File: config.mk
export PLATFORM = sky130hd
export DESIGN_NAME = uart_rx_ctrl
export DESIGN_NICKNAME = d
export VERILOG_FILES = /design/src/rtl/uart_pkg.sv /design/src/rtl/rx_baud_tick.sv /design/src/rtl/uart_rx_ctrl.sv
export SDC_FILE = /design/constraint.sdc
export NUM_CORES = 1
export LEC_CHECK = 0
export ABC_CLOCK_PERIOD_IN_PS = 1700
export CORE_MARGIN = 2
export CORE_UTILIZATION = 55
export DETAILED_ROUTE_END_ITERATION = 10
export DONT_BUFFER_PORTS = 1
export PLACE_DENSITY_LB_ADDON = 0.05
export SKIP_CTS_REPAIR_TIMING = 1
export SLEW_MARGIN = 20
export SYNTH_ARGS = -nofsm -noshare
export SYNTH_HDL_FRONTEND = slang
export SYNTH_SLANG_ARGS = --single-unit
File: constraint.sdc
create_clock -name clk -period 1.7 [get_ports clk]
set_input_delay 0.17 -clock clk [delete_from_list [all_inputs] [get_ports clk]]
set_output_delay 0.17 -clock clk [all_outputs]
set_load 0.05 [all_outputs]
File: src/rtl/uart_pkg.sv
// Shared UART definitions: receiver state encoding, 8N1 frame constants and baud helper.
package uart_pkg;

  typedef enum logic [2:0] {
    IDLE,
    START,
    DATA,
    STOP,
    BREAK
  } rx_state_e;

  localparam int unsigned DATA_BITS = 8;
  localparam int unsigned IDX_W     = $clog2(DATA_BITS);
  localparam logic        START_LVL = 1'b0;
  localparam logic        STOP_LVL  = 1'b1;
  localparam logic        IDLE_LVL  = 1'b1;

  function automatic int unsigned clk_per_bit(int unsigned clk_freq, int unsigned baud);
    return clk_freq / baud;
  endfunction

endpackage

File: src/rtl/rx_baud_tick.sv
// Bit-period counter: counts while running, fires a one-cycle tick at the half or full
// bit compare, and clears itself on the tick or on restart.
module rx_baud_tick #(
  parameter int unsigned BIT_CNT  = 16,
  parameter int unsigned HALF_CNT = 8
) (
  input  logic clk,
  input  logic rst_n,
  input  logic restart,
  input  logic run,
  input  logic half_sel,
  output logic sample_tick
);

  localparam int unsigned CW = (BIT_CNT > 1) ? $clog2(BIT_CNT) : 1;

  logic [CW-1:0] count;
  logic [CW-1:0] target;

  assign target      = half_sel ? CW'(HALF_CNT - 1) : CW'(BIT_CNT - 1);
  assign sample_tick = run && (count == target);

  always_ff @(posedge clk or negedge rst_n) begin
    if (!rst_n) begin
      count <= '0;
    end else if (restart || sample_tick) begin
      count <= '0;
    end else if (run) begin
      count <= count + CW'(1);
    end
  end

endmodule

File: src/rtl/uart_rx_ctrl.sv
// 8N1 UART receiver: synchronises the line, samples mid-bit, emits a byte with a one-cycle
// valid strobe and flags frames whose stop bit is low.
module uart_rx_ctrl
  import uart_pkg::*;
#(
  parameter int unsigned CLK_FREQ  = 50000000,
  parameter int unsigned BAUD_RATE = 9600
) (
  input  logic       clk,
  input  logic       rst_n,
  input  logic       uart_rx,
  output logic [7:0] rx_data,
  output logic       rx_valid,
  output logic       rx_frame_err,
  output logic       rx_busy
);

  localparam int unsigned BIT_CNT  = clk_per_bit(CLK_FREQ, BAUD_RATE);
  localparam int unsigned HALF_CNT = BIT_CNT / 2;

  logic [1:0]           sync;
  logic                 rx_s;
  rx_state_e            state;
  logic [IDX_W-1:0]     bit_idx;
  logic [DATA_BITS-1:0] shift;
  logic                 tick;
  logic                 run;

  always_ff @(posedge clk or negedge rst_n) begin
    if (!rst_n) begin
      sync <= {IDLE_LVL, IDLE_LVL};
    end else begin
      sync <= {sync[0], uart_rx};
    end
  end

  assign rx_s    = sync[1];
  assign run     = (state == START) || (state == DATA) || (state == STOP);
  assign rx_busy = (state != IDLE);

  // Counter is held at zero outside the timed states, so every state entry starts from 0.
  rx_baud_tick #(
    .BIT_CNT (BIT_CNT),
    .HALF_CNT(HALF_CNT)
  ) u_baud (
    .clk        (clk),
    .rst_n      (rst_n),
    .restart    (!run),
    .run        (run),
    .half_sel   (state == START),
    .sample_tick(tick)
  );

  always_ff @(posedge clk or negedge rst_n) begin
    if (!rst_n) begin
      state        <= IDLE;
      bit_idx      <= '0;
      shift        <= '0;
      rx_data      <= '0;
      rx_valid     <= 1'b0;
      rx_frame_err <= 1'b0;
    end else begin
      rx_valid     <= 1'b0;
      rx_frame_err <= 1'b0;
      unique case (state)
        IDLE: begin
          if (rx_s == START_LVL) state <= START;
        end
        START: begin
          if (tick) begin
            if (rx_s == START_LVL) begin
              state   <= DATA;
              bit_idx <= '0;
            end else begin
              state <= IDLE;
            end
          end
        end
        DATA: begin
          if (tick) begin
            shift <= {rx_s, shift[DATA_BITS-1:1]};
            if (bit_idx == IDX_W'(DATA_BITS - 1)) begin
              state <= STOP;
            end else begin
              bit_idx <= bit_idx + IDX_W'(1);
            end
          end
        end
        STOP: begin
          if (tick) begin
            if (rx_s == STOP_LVL) begin
              rx_data  <= shift;
              rx_valid <= 1'b1;
              state    <= IDLE;
            end else begin
              rx_frame_err <= 1'b1;
              state        <= BREAK;
            end
          end
        end
        BREAK: begin
          // Held-low line must return high before a new start edge is accepted.
          if (rx_s == IDLE_LVL) state <= IDLE;
        end
        default: state <= IDLE;
      endcase
    end
  end

endmodule

### After elaboration in Yosys (flattened, before gate mapping)

Cells that the tools add are included.

| storage, ports and cells | value |
|---|---|
| bits in registers | 39 |
| input bits | 3 |
| output and inout port bits | 11 |
| logic and storage cells | 60 |

| operators by class | value |
|---|---|
| $add $sub $neg | 2 |
| equal/unequal tests | 14 |
| mux-type cells | 23 |
| reduce and logical (&&, ||, !) cells | 13 |

Operators by type and width:

| kind | number |
|---|---|
| $mux W13 | 3 |
| $mux W3 | 11 |
| $pmux W3 S5 | 1 |
| $add A13 B1 Y13 const B | 1 |
| $eq A13 B13 Y1 | 1 |
| $ne A2 B2 Y1 const B | 5 |
| $eq A3 B2 Y1 const B | 2 |
| $eq A3 B3 Y1 const B | 2 |
| $mux W1 | 6 |
| $ne A2 B1 Y1 const B | 3 |
| $pmux W3 S2 | 1 |
| $reduce_and A6 Y1 | 1 |
| $reduce_and A5 Y1 | 1 |
| $reduce_bool A2 Y1 | 2 |
| $add A3 B1 Y3 const B | 1 |
| $eq A3 B1 Y1 const B | 1 |
| $logic_not A3 Y1 | 1 |
| $logic_or A1 B1 Y1 | 3 |
| $reduce_and A3 Y1 | 1 |
| $reduce_bool A3 Y1 | 1 |
| $mux W2 | 1 |
| $reduce_and A2 Y1 | 1 |
| $logic_and A1 B1 Y1 | 1 |
| $logic_not A1 Y1 | 1 |

### Depth between registers and ports, before layout

| logic depth | value |
|---|---|
| depth in word-level cells | 6 |
| mapped depth | 6 |

### Cells and area by module

From an unflattened synthesis, not the netlist that was laid out.

| second synthesis, totals | value |
|---|---|
| cell total of the unflattened synthesis | 149 |
| area total of the unflattened synthesis | 1834.3 um^2 |

By module, submodules not included:

| module | instances | cells each | area each (um^2) | seq. area each (um^2) |
|---|---|---|---|---|
| uart_rx_ctrl | 1 | 76 | 1132.3 | 653.1 |
| rx_baud_tick | 1 | 73 | 701.9 | 325.3 |

### Least setup slack after synthesis

No wires, ideal clock.

| timing | value |
|---|---|
| path type | flip-flop to flip-flop |
| start | reg state[1] |
| end | reg rx_data[0] |
| data arrival time | 1.749 ns |
| slack | -0.174 ns |
| stages on the path, launching flop included | 6 |
| period minus slack after synthesis | 1.874 ns |
| path through | dfrtp_1 -> buf_4 -> or3b_4 -> and4_4 -> o2111ai_4 -> mux2_2 |

| between the ends | value |
|---|---|
| cells in the longest elaborated chain, start to end | 5 |
| elaborated cells between the ends (all ways) | 9 |
| those cells by class | eq/ne (4); mux (1); reduce/logical (4) |

RTL lines:

| what | RTL line | text |
|---|---|---|
| start: declaration | uart_rx_ctrl.sv:23 | `rx_state_e state;` |
| start signal: assignment | uart_rx_ctrl.sv:56 | `state <= IDLE;` |
| start signal: assignment | uart_rx_ctrl.sv:67 | `if (rx_s == START_LVL) state <= START;` |
| start signal: assignment | uart_rx_ctrl.sv:72 | `state <= DATA;` |
| $eq A3 B1 Y1 / $eq A3 B2 Y1 (equally long branches) | uart_rx_ctrl.sv:38, uart_rx_ctrl.sv:50 |  |
| $mux W13 / $logic_or A1 B1 Y1 (equally long branches) | rx_baud_tick.sv:20, uart_rx_ctrl.sv:38 |  |
| $eq A13 B13 Y1 / $logic_or A1 B1 Y1 (equally long branches) | rx_baud_tick.sv:21, uart_rx_ctrl.sv:38 |  |
| $logic_and A1 B1 Y1 | rx_baud_tick.sv:21 | `assign sample_tick = run && (count == target);` |
| $reduce_and A3 Y1 (no line) * | -- |  |
| end signal: assignment | uart_rx_ctrl.sv:92 | `rx_data <= shift;` |
| end: declaration | uart_rx_ctrl.sv:12 | `output logic [7:0] rx_data,` |

Every way passes the cells marked *; elsewhere a longest branch is shown, timed or not.
A chain may end at the register's enable or synchronous reset.

### Final worst setup path

| timing | value |
|---|---|
| start | reg u_baud.count[4] |
| end | reg rx_data[6] |

| between the ends | value |
|---|---|
| cells in the longest elaborated chain, start to end | 3 |

RTL lines:

| what | RTL line | text |
|---|---|---|
| start: declaration | rx_baud_tick.sv:17 | `logic [CW-1:0] count;` |
| start signal: assignment | rx_baud_tick.sv:29 | `count <= count + CW'(1);` |
| $eq A13 B13 Y1 | rx_baud_tick.sv:21 |  |
| $logic_and A1 B1 Y1 | rx_baud_tick.sv:21 |  |
| $reduce_and A3 Y1 (no line) | -- |  |

No other way between the ends.

==> key figures <==
Synthesis
  • Post-Syn Area: between 0.0015 and 0.002 mm2
  • Syn nets: 154
  • Mean post-synth cell area: 12.2 um2
  • Simple-gate share of the synthesized area: 18.3%
  • Synth Area in Compound Gates: 6.44%
  • Adder-Cell Fraction of Synth Area: 2.08%
  • Seq/Total Area, Yosys: 54.1%
  • Mux cell area share after synthesis: 11.1%
  • Yosys Warn Count: 0
  • Post-synthesis xor/xnor area fraction: under 10%
  • Distinct cell type count after synthesis: 39
  • Register bit total from synthesis: 39
  • Largest family of logic cells by synthesized area: simple AND/OR/NAND/NOR gates
  • Syn Inst Count: ~150

STA
  • Worst Clk Skew: about 0.024 ns
  • Fmax: 0.558 GHz
  • Final setup fails: 31
  • Final slew viol count: 0
  • Final hold violations: 0
  • RSZ-0062 raised after global routing: true
  • Final worst slack: -0.0915 ns
  • Max_slew headroom: 66.4%
  • Worst slew pin tran: 0.505 ns
  • Final min period: roughly 1.8 ns
  • Post-route clock period utilization: 105%

Global routing
  • First-pass GRT wire length: 5730 um
  • Initial antenna violation count: 0
  • GR Overflow Total: 0
  • Gr usage total: 21.5%
  • Met1 Use GR: 29.7%
  • Met3 usage: under 10%
  • Vias in the first global route: 1,256
  • Met2 Track Usage GR: 31.5%
  • GRT Max-Usage Layer: met2
  • Pin count of the biggest net entering global routing: 40

Floorplan
  • Die footprint: ~0.0038 mm2
  • Core area: 0.00308 mm2
  • FP Rows: 20
  • Die span in y: 61.3 um
  • Horiz. Die Dim: 61.3 um
  • Initial Util: 58.7%
  • I/O pin count: 14

Placed design
  • RePlAce Congestion: 0.919
  • Port Buffer Count: 0
  • Placement Setup Slack: -0.146 ns
  • Detail Placement HPWL: between 2000 and 2500 um

Critical path
  • Critical path, cell by cell: buf_4 > and4b_1 > and4_4 > o2111ai_4 > mux2_2
  • WP buf/inv: 1
  • Worst path depth: 5
  • Max FO, Critical Path: 5
  • Largest stage delay, worst path: around 0.44 ns
  • R2r worst-path depth: 5
  • Reg2reg setup slack: -0.09 ns
  • Slowest CP cell: dfrtp_1
  • Worst EP required: roughly 1.9 ns
  • Critical path endpoint category: register
  • CP top delay family: flip-flops
  • WS Path Type: reg2reg
  • Crit start category: register
  • Crit path arrival time: 2.03 ns

Routing
  • Wire per inst: 17.4 um
  • DRT Pass-1 Iters: 4
  • DR vias: 1,297
  • Vias per cell: 5.64
  • DRC: 0
  • Antenna Nets Post-Route: 0
  • Final WL: about 4000 um
  • 1st-iter DRT viols: 61

Cells and area
  • Antenna Cells: 0
  • Share of layout cells above drive strength 1: 45.2%
  • Synth-to-Final Area Change: 33.4%
  • Filler cell count: 204
  • Layout Nets: 191

Power and ir drop
  • Lkg Pwr: roughly 1.1 nW
  • Sw Ratio: a little under a quarter
  • Sw Pwr: about 0.32 mW
  • P_int: about 1.1 mW
  • Combinational power share: 2.4%
  • Reg power frac: 65.4%
  • Max IR drop VDD: 547 uV
  • Power Density: 592 mW/mm2
  • Pwr Total: 1.43 mW
  • Clock Power Share: 32.2%

Clock tree
  • Latest clock arrival within the worst-skew pair: 0.36 ns
  • CTS max path bufs: 2
  • Htree depth: 2
  • TritonCTS clock tree: yes
  • CTS clock-pin slew for the worst setup and hold paths: 0.13 ns
  • Root Buffer: clkbuf_4
  • Num CTS Buffers: 5
  • CTS sink cnt: 39

Run status
  • Status: finished with violations
  • Failing checks: setup timing

Run
  • Max cap viols: 0

Min path
  • Hold Path Class: in2async
power groups by stage:
stage                     logic (mW)  registers (mW)  clock network (mW)
final                         0.0342           0.933               0.459
after global routing          0.0392           0.934               0.526
after CTS                    0.00672           0.933               0.474
after detailed placement     0.00670           0.951                   0
after global placement       0.00670           0.951                   0
after floorplan              0.00268           0.952                   0
flip-flops by register name, summed over array words and instances (netlist names):
register	cells
rx_data	8
state	3
u_baud.count	13
shift	8
sync	2
rx_frame_err	1
rx_valid	1
bit_idx	3
path summary, 6_finish.rpt:
path	startpoint	to
worst max-delay path	u_baud.count[4]	rx_data[6]
worst min-delay path	rst_n	rx_frame_err
worst max register to register	u_baud.count[4]	rx_data[6]
worst min register to register	sync[0]	sync[1]
max in group asynchronous	rst_n	sync[1]
min in group clk	uart_rx	sync[0]
layout by cell type, fill, tap and decap left out, types with 4 or more instances in the layout:
| cell type | instances |
|---|---|
| xor2_1 | 4 |
| dfrtp_1 | 37 |
| buf_4 | 26 |
| nand2_1 | 7 |
| mux2_2 | 14 |
| nor3_4 | 8 |
| inv_1 | 5 |
| clkbuf_4 | 5 |
| nor2_1 | 8 |
| xnor2_1 | 7 |
| nor3_2 | 4 |
metal layers:
layer,vias up,share of wire [%]
li1,622,-
met1,646,45
met2,25,50
met3,4,3.4
met4,0,1.2
met5,-,0
cell families (layout without fill, tap and decap cells):
group,Yosys count,in the layout
AND/OR/NAND/NOR,55,55
multiplexers,18,18
adder cells (fa/ha/maj),3,3
XOR/XNOR,11,11
flip-flops,39,39
AO/OA/AOI/OAI,12,13
buffers and inverters,10,47
area by class of cell:
class	instances	area, um2	share of cell area (%)
clock buffer	6	41.3	1.71
timing repair buffer	34	314	13.0
multi-input combinational	100	991	41.1
sequential	39	978	40.6
inverter	5	18.8	0.778
clock inverter	2	12.5	0.519
tap	44	55.1	2.28
stage by stage:
step	utilization (%)	hold WS (ns)	cells	cell area (um2)	TNS (ns)
floorplan	-	-0.126	148	1830	-1.45
global placement	65.9	-0.125	210	2030	-1.19
detailed placement	65.9	-0.125	210	2030	-2.17
CTS	67.6	-0.522	218	2080	-2.52
global route	78.3	0.268	230	2410	-3.28
finish	78.3	0.261	230	2410	-1.30
synthesized netlist by cell type, drive strengths merged:
cell     count  share of area, %
a211oi       1              0.42
a21o         1              0.42
a21oi        1              0.28
a222oi       1              0.55
a32o         2               1.1
and3         5               1.8
and4         2               1.1
and4b        2               1.1
buf          4               1.4
clkbuf       1              0.21
dfrtp       37                51
dfstp        2               2.9
ha           3               2.1
inv          5               1.0
mux2        17                11
mux2i        1              0.55
nand2        7               1.5
nand3        4               1.1
nand4        2              0.69
nand4b       1              0.48
nor2         8               1.7
nor3        15               4.2
nor3b        2              0.83
nor4         2               1.5
nor4b        2              0.97
o2111ai      3               2.4
o211a        1              0.55
o21a         1              0.42
o21ai        1              0.28
or2b         1              0.42
or3          1              0.35
or3b         1              0.62
xnor2        7               3.4
xor2         4               1.9
No activity file was read; power rests on OpenSTA's default activity.
